$ cat src/rtl/mac_pkg.sv
// Shared types and constants for the dot-product sequencer and its MAC.
// The saturation limits are used only when DOT_SAT_EN is defined.
package mac_pkg;

    localparam int ACC_W = 26;
    localparam int OP_W  = 8;

    // Signed 16-bit clamp limits, sign-extended to the accumulator width.
    localparam logic signed [ACC_W-1:0] SAT_MAX = 26'sd32767;
    localparam logic signed [ACC_W-1:0] SAT_MIN = -26'sd32768;

    typedef enum logic [2:0] {
        ST_IDLE  = 3'd0,
        ST_CLR   = 3'd1,
        ST_RUN   = 3'd2,
        ST_DRAIN = 3'd3,
        ST_CAPT  = 3'd4
    } dot_state_t;

endpackage : mac_pkg

$ cat src/rtl/mac.sv
// Signed 8x8 -> 26-bit multiply-accumulate. The accumulator adds a*b on
// every clock edge, so callers gate the operands to zero when idle.
// clr_n is a synchronous clear that takes priority over accumulation.
module mac
    import mac_pkg::*;
(
    input  logic                    clk,
    input  logic                    rst_n,
    input  logic                    clr_n,
    input  logic signed [OP_W-1:0]  a,
    input  logic signed [OP_W-1:0]  b,
    output logic signed [ACC_W-1:0] acc
);

    logic signed [2*OP_W-1:0] prod;

    assign prod = a * b;

    // Accumulate the sign-extended product; clear on reset or clr_n.
    always_ff @(posedge clk or negedge rst_n) begin
        // NOTE: sequential state uses non-blocking (<=) so every register
        // samples the values from before the edge, independent of ordering.
        if (!rst_n) begin
            acc <= '0;
        end else if (!clr_n) begin
            acc <= '0;
        end else begin
            acc <= acc + {{(ACC_W-2*OP_W){prod[2*OP_W-1]}}, prod};
        end
    end

endmodule : mac

$ cat src/rtl/dot_ctrl.sv
// Dot-product sequencer: reads len operand pairs from two synchronous-read
// memories, feeds them to a mac instance and captures the sum.
// Optional macro DOT_SAT_EN clamps the captured result to signed 16 bits
// and reports clamping on sat; without it sat is tied low.
module dot_ctrl
    import mac_pkg::*;
#(
    parameter int LEN_W  = 7,
    parameter int ADDR_W = 8
) (
    input  logic                    clk,
    input  logic                    rst_n,
    input  logic                    start,
    input  logic                    abort,
    input  logic [LEN_W-1:0]        len,
    input  logic [ADDR_W-1:0]       base_a,
    input  logic [ADDR_W-1:0]       base_b,
    output logic                    rd_en,
    output logic [ADDR_W-1:0]       addr_a,
    output logic [ADDR_W-1:0]       addr_b,
    input  logic signed [OP_W-1:0]  rdata_a,
    input  logic signed [OP_W-1:0]  rdata_b,
    output logic                    busy,
    output logic                    done,
    output logic signed [ACC_W-1:0] result,
    output logic                    sat
);

    dot_state_t               state;
    logic [LEN_W-1:0]         len_q;
    logic [LEN_W-1:0]         idx;
    logic                     data_vld;
    logic                     clr_n;
    logic signed [OP_W-1:0]   op_a;
    logic signed [OP_W-1:0]   op_b;
    logic signed [ACC_W-1:0]  acc;
    logic signed [ACC_W-1:0]  cap_val;
`ifdef DOT_SAT_EN
    logic                     cap_sat;
`endif

    // Zero the MAC operands whenever no read data is returning.
    always_comb begin
        op_a = data_vld ? rdata_a : '0;
        op_b = data_vld ? rdata_b : '0;
    end

    // Value (and clamp flag) to be loaded into result at capture.
    always_comb begin
        // NOTE: every always_comb output gets a default first so no path
        // leaves it unassigned, which would infer a latch.
        cap_val = acc;
`ifdef DOT_SAT_EN
        cap_sat = 1'b0;
        if (acc > SAT_MAX) begin
            cap_val = SAT_MAX;
            cap_sat = 1'b1;
        end else if (acc < SAT_MIN) begin
            cap_val = SAT_MIN;
            cap_sat = 1'b1;
        end
`endif
    end

    // Job FSM with registered read strobe, addresses, MAC clear and status.
    always_ff @(posedge clk or negedge rst_n) begin
        if (!rst_n) begin
            state    <= ST_IDLE;
            len_q    <= '0;
            idx      <= '0;
            data_vld <= 1'b0;
            clr_n    <= 1'b1;
            rd_en    <= 1'b0;
            addr_a   <= '0;
            addr_b   <= '0;
            busy     <= 1'b0;
            done     <= 1'b0;
            result   <= '0;
`ifdef DOT_SAT_EN
            sat      <= 1'b0;
`endif
        end else begin
            done     <= 1'b0;
            data_vld <= rd_en;
            if (abort && state != ST_IDLE) begin
                // Cancel: drop in-flight reads, keep result and sat.
                state    <= ST_IDLE;
                rd_en    <= 1'b0;
                data_vld <= 1'b0;
                clr_n    <= 1'b1;
                busy     <= 1'b0;
            end else begin
                unique case (state)
                    ST_IDLE: begin
                        if (start) begin
                            state  <= ST_CLR;
                            len_q  <= len;
                            idx    <= '0;
                            clr_n  <= 1'b0;
                            busy   <= 1'b1;
                            rd_en  <= (len != '0);
                            addr_a <= base_a;
                            addr_b <= base_b;
                        end
                    end
                    ST_CLR: begin
                        clr_n <= 1'b1;
                        if (len_q == '0) begin
                            state <= ST_CAPT;
                            rd_en <= 1'b0;
                        end else if (len_q > LEN_W'(1)) begin
                            state  <= ST_RUN;
                            idx    <= idx + LEN_W'(1);
                            addr_a <= addr_a + ADDR_W'(1);
                            addr_b <= addr_b + ADDR_W'(1);
                        end else begin
                            state <= ST_DRAIN;
                            rd_en <= 1'b0;
                        end
                    end
                    ST_RUN: begin
                        if (idx == len_q - LEN_W'(1)) begin
                            state <= ST_DRAIN;
                            rd_en <= 1'b0;
                        end else begin
                            idx    <= idx + LEN_W'(1);
                            addr_a <= addr_a + ADDR_W'(1);
                            addr_b <= addr_b + ADDR_W'(1);
                        end
                    end
                    ST_DRAIN: begin
                        state <= ST_CAPT;
                    end
                    ST_CAPT: begin
                        state  <= ST_IDLE;
                        busy   <= 1'b0;
                        done   <= 1'b1;
                        result <= cap_val;
`ifdef DOT_SAT_EN
                        sat    <= cap_sat;
`endif
                    end
                    default: begin
                        state <= ST_IDLE;
                    end
                endcase
            end
        end
    end

`ifndef DOT_SAT_EN
    assign sat = 1'b0;
`endif

    mac u_mac (
        .clk   (clk),
        .rst_n (rst_n),
        .clr_n (clr_n),
        .a     (op_a),
        .b     (op_b),
        .acc   (acc)
    );

endmodule : dot_ctrl

$ cat config.mk
export PLATFORM = sky130hd
export DESIGN_NAME = dot_ctrl
export DESIGN_NICKNAME = d
export VERILOG_FILES = /design/src/rtl/mac_pkg.sv /design/src/rtl/mac.sv /design/src/rtl/dot_ctrl.sv
export SDC_FILE = /design/constraint.sdc
export NUM_CORES = 1
export LEC_CHECK = 0
export CAP_MARGIN = 20
export CORE_MARGIN = 2
export CORE_UTILIZATION = 40
export DETAILED_ROUTE_END_ITERATION = 10
export PLACE_DENSITY = 0.6
export RECOVER_POWER = 100
export SYNTH_ARGS = -nofsm -noshare
export SYNTH_HDL_FRONTEND = slang
export SYNTH_SLANG_ARGS = --single-unit
$ cat constraint.sdc
create_clock -name clk -period 14.4 [get_ports clk]
set_clock_uncertainty 0.15 [all_clocks]
set_input_delay 1.44 -clock clk [delete_from_list [all_inputs] [get_ports clk]]
set_output_delay 1.44 -clock clk [all_outputs]
set_load 0.1 [all_outputs]
After elaboration in Yosys (flattened, before gate mapping) --
Cells that the tools add are included.
Cells by class: $add $sub $neg 5, multipliers 1, magnitude comparators 1, equality and inequality tests 12, mux-type cells 39, bitwise gates (word level) 1, reduce and logical (&&, ||, !) cells 16
Operator list (count):
- two-way mux 8 bit | 10
- case mux 8 bit (3 select lines) | 2
- two-way mux 7 bit | 4
- adder 26 bit | 1
- two-way mux 26 bit | 1
- case mux 7 bit (3 select lines) | 1
- adder 8 x 1 -> 8 bit, second input constant | 2
- multiplier 8 x 8 -> 16 bit | 1
- two-way mux 1 bit | 13
- two-way mux 3 bit | 4
- case mux 3 bit (4 select lines) | 1
- nonzero test 3 bit | 4
- inequality test 2 bit, second input constant | 4
- AND reduction 2 bit | 4
- adder 7 x 1 -> 7 bit, second input constant | 1
- == test 7 bit | 1
- greater-than comparator 7 x 1 -> 1 bit, second input constant | 1
- zero test 7 bit | 1
- nonzero test 7 bit | 1
- subtractor 7 x 1 -> 7 bit, second input constant | 1
- == test 3 x 2 -> 1 bit, second input constant | 2
- inequality test 3 bit, second input constant | 2
- AND reduction 6 bit | 1
- inequality test 4 bit, second input constant | 1
- 10 further kinds | 11
Storage, ports and cells: flip-flop bits (word level) 90, output and inout bits 46, word-level logic and storage cells 87

Logic depth before layout (Yosys ltp) --
depth after elaboration 5, mapped depth 27, mapped depth without buffers 26

Cells and area by module --
From an unflattened synthesis, not the netlist that was laid out.
Unflattened totals: cells, all modules 856, area total of the unflattened synthesis 8020.2 µm²
Modules (own cells, without submodules):
- mac | instances 1, cells each 524, area each 4625.7 µm², sequential area each 650.6 µm²
- dot_ctrl | instances 1, cells each 332, area each 3394.5 µm², sequential area each 1602.8 µm²

Least setup slack after synthesis --
Ideal clock, no wire load.
kind in2reg, from input port rdata_b[7], to register u_mac.acc[25], arrival time 7369 ps, setup slack 6749 ps, stages on the path 25, path through nand2_1 > or2_2 > fa_1 > inv_1 > fa_1 > fa_1 > inv_1 > fa_1 > inv_1 > ha_1 > or2_2 > a21oi_1 > a31oi_1 > a41oi_1 > a21oi_1 > xnor2_1 > ha_1 > a21o_1 > a21oi_1 > o21a_1 > o31ai_1 > or3_1 > o21ai_0 > xnor2_1 > nor2_1
Between the ends: word-level cells in the longest chain between the ends 4
RTL lines:
- start: declaration | RTL line dot_ctrl.sv:22 | input logic signed [OP_W-1:0] rdata_b,
- two-way mux 8 bit | RTL line dot_ctrl.sv:45 | op_b = data_vld ? rdata_b : '0;
- multiplier 8 x 8 -> 16 bit | RTL line mac.sv:17 | assign prod = a * b;
- adder 26 bit | RTL line mac.sv:28 | acc <= acc + {{(ACC_W-2*OP_W){prod[2*OP_W-1]}}, prod};
- two-way mux 26 bit | RTL line mac.sv:25 | end else if (!clr_n) begin
- end signal: assignment | RTL line mac.sv:28
- end: declaration | RTL line mac.sv:12 | output logic signed [ACC_W-1:0] acc
No other way between the ends. A chain may end at the register's enable or synchronous reset.

Worst setup path after layout --
Ends and elaborated chain as after synthesis.

==> metrics.txt <==
status=complete, but fails checks; failing checks=max-capacitance violations, max-slew violations; Inserted Clock Buffers=9; syn avg cell area=between 9 and 10 sq um; global-route wire length before repair=around 28,000 um; CP max stage delay=~0.91 ns; fraction of layout cells with a size suffix above 1=0.0631; Die Wd=143 um; R2R depth=26; CTS tree=done; max_cap viols=3; Yosys top cell by area=dfrtp_1; Routed Wire Length=16,100 um; Yosys cell types=58; CP arrival=between 8 and 9 ns; Tightest Hold Check Type=register to register; Nets=around 1,100; H-tree Lvls=3; slowest CP cell=xnor2_1; Hold Path Stages=1; Root Buffer=clkbuf_16; synth top area cells=dfrtp_1, fa_1, ha_1; vias in the first global route=between 5,000 and 6,000; post-synthesis net count=980; Yosys top cell area share=0.289; gr ovfl total=0; minimum clock period=roughly 8.6 ns; Post-CTS Setup Bufs=0; initial core utilization=0.410; Crit. End Element=register; DRC=0; Synth top cells by count=inv_1, dfrtp_1, ha_1, a21oi_1, fa_1; via count=just under 6,000; initial antenna violation count=0; Reg2Reg Setup Slack=6.67 ns; synth-to-layout area growth=18.1%; Post-DRT Antenna Nets=0; setup_tns=0 ns; cell count after synthesis=820; Synth Flop Type=dfrtp_1; register area share after synthesis=0.293; Die H=roughly 140 um; RSZ-0062 raised after global routing=no; clk slew on worst S/H paths=0.06 ns; CTS max path bufs=2; Syn. warnings=0; setup violators final=0; async set-reset flop share out of synthesis=1.00; fin crit share=0.597; synthesized area=0.00770 sq mm; IO Port Bufs=87; Worst Tran Pin Value=2.93 ns; Most common cell on crit path=fa_1; Worst EP required=between 10 and 15 ns; Clk Latency, worst-skew pair=0.34 ns; # resized after CTS=0; DR WL/cell=approximately 14 um; CP max FO=12; pin count of the biggest net entering global routing=59; EDFF count, synth=0; f_max=around 120 MHz; final hold vios=0; synthesized flop and latch total=90; Rows=50; Startpoint Class=input port; hold buffers post-CTS=0; CP Class=input port to register; drt initial violations=approximately 230; core area=roughly 0.019 sq mm; count leader, synth=inv_1; gr usage total=0.170; max-slew violation count=~120; die area=slightly above 0.02 sq mm; dpl hpwl=~12,000 um; io pins=89; relative slew slack=-0.956; n_diodes=0; average vias per placed instance=~5.1; RePlAce Congestion=about 0.77; DR pass1 iterations=5; clock tree sinks=90
final cells by class:
type                       count  area (sq um)
timing repair buffer          92           891
clock buffer                   9           225
sequential                    90          2250
multi-input combinational    595          4920
tap                          234           293
inverter                     110           413
clock inverter                 7          98.8
fill                        1808          9670
worst max-delay path: cells and delay by family:
kind	cells	cell delay, ns
AND/OR/NAND/NOR	5	1.23
buffers and inverters	4	0.72
XOR/XNOR	2	1.05
AO/OA/AOI/OAI	9	1.50
adder cells (fa/ha/maj)	6	2.69
placed cells by master (no fill, tap or decap), types with 4 or more instances in the layout:
master / count
a21boi_0: 6
a21o_1: 14
a21oi_1: 57
a31oi_1: 5
and3_1: 53
clkbuf_1: 4
clkbuf_16: 9
clkdlybuf4s50_1: 34
dfrtp_1: 89
dlygate4sd3_1: 52
fa_1: 56
ha_1: 61
inv_1: 109
mux2_2: 31
mux2i_1: 5
nand2_1: 36
nand2b_1: 9
nand3_1: 34
nor2_1: 48
nor2b_1: 7
nor3_1: 19
o211ai_1: 4
o21a_1: 5
o21ai_0: 32
o22ai_1: 5
o31ai_1: 6
or3_1: 10
xnor2_1: 29
xor2_1: 18
through the flow:
| stage | hold WS, ns | utilization | setup slack (ns) | cells | instance area, sq um |
|---|---|---|---|---|---|
| global placement | 0.339 | 0.469 | 5.67 | 1121 | 8800 |
| global route | 0.369 | 0.485 | 5.36 | 1137 | 9090 |
| CTS | 0.361 | 0.486 | 5.88 | 1137 | 9130 |
| floorplan | 0.331 | - | 6.75 | 820 | 7700 |
| detailed placement | 0.345 | 0.469 | 5.52 | 1121 | 8800 |
| finish | 0.347 | 0.485 | 5.80 | 1137 | 9090 |
final timing paths:
kind / from / to
min in group asynchronous: rst_n / result[8]
max: rdata_b[7] / u_mac.acc[25]
min: result[1] / result[1]
max in group asynchronous: rst_n / addr_b[3]
max reg2reg: data_vld / u_mac.acc[25]
min reg2reg: result[1] / result[1]
registers in the layout, indices dropped and copies added, names as in the netlist:
signal / count
idx: 7
addr_b: 8
state: 3
len_q: 7
result: 26
done: 1
busy: 1
rd_en: 1
data_vld: 1
u_mac.acc: 26
addr_a: 8
clr_n: 1
metal layers:
metal / wire (um) / vias up / track usage
met1: 7880 / 2814 / 0.236
met4: 97 / 0 / 0.0250
met5: 0 / - / 0
li1: - / 2944 / -
met2: 7580 / 84 / 0.281
met3: 550 / 10 / 0.0335
kinds of logic after synthesis:
kind of cell	after synthesis	share of synthesized area
other	1	0.000487
adders and majority gates	117	0.245
xor gates and xnor gates	48	0.0566
muxes	36	0.0519
AOI/OAI and AO/OA	155	0.125
and+or+nand+nor	238	0.160
DFF	90	0.293
buffers and inverters	135	0.0681
Power is not shown: default switching activity piles up to over one toggle a cycle in this logic, so the estimate is an artifact.
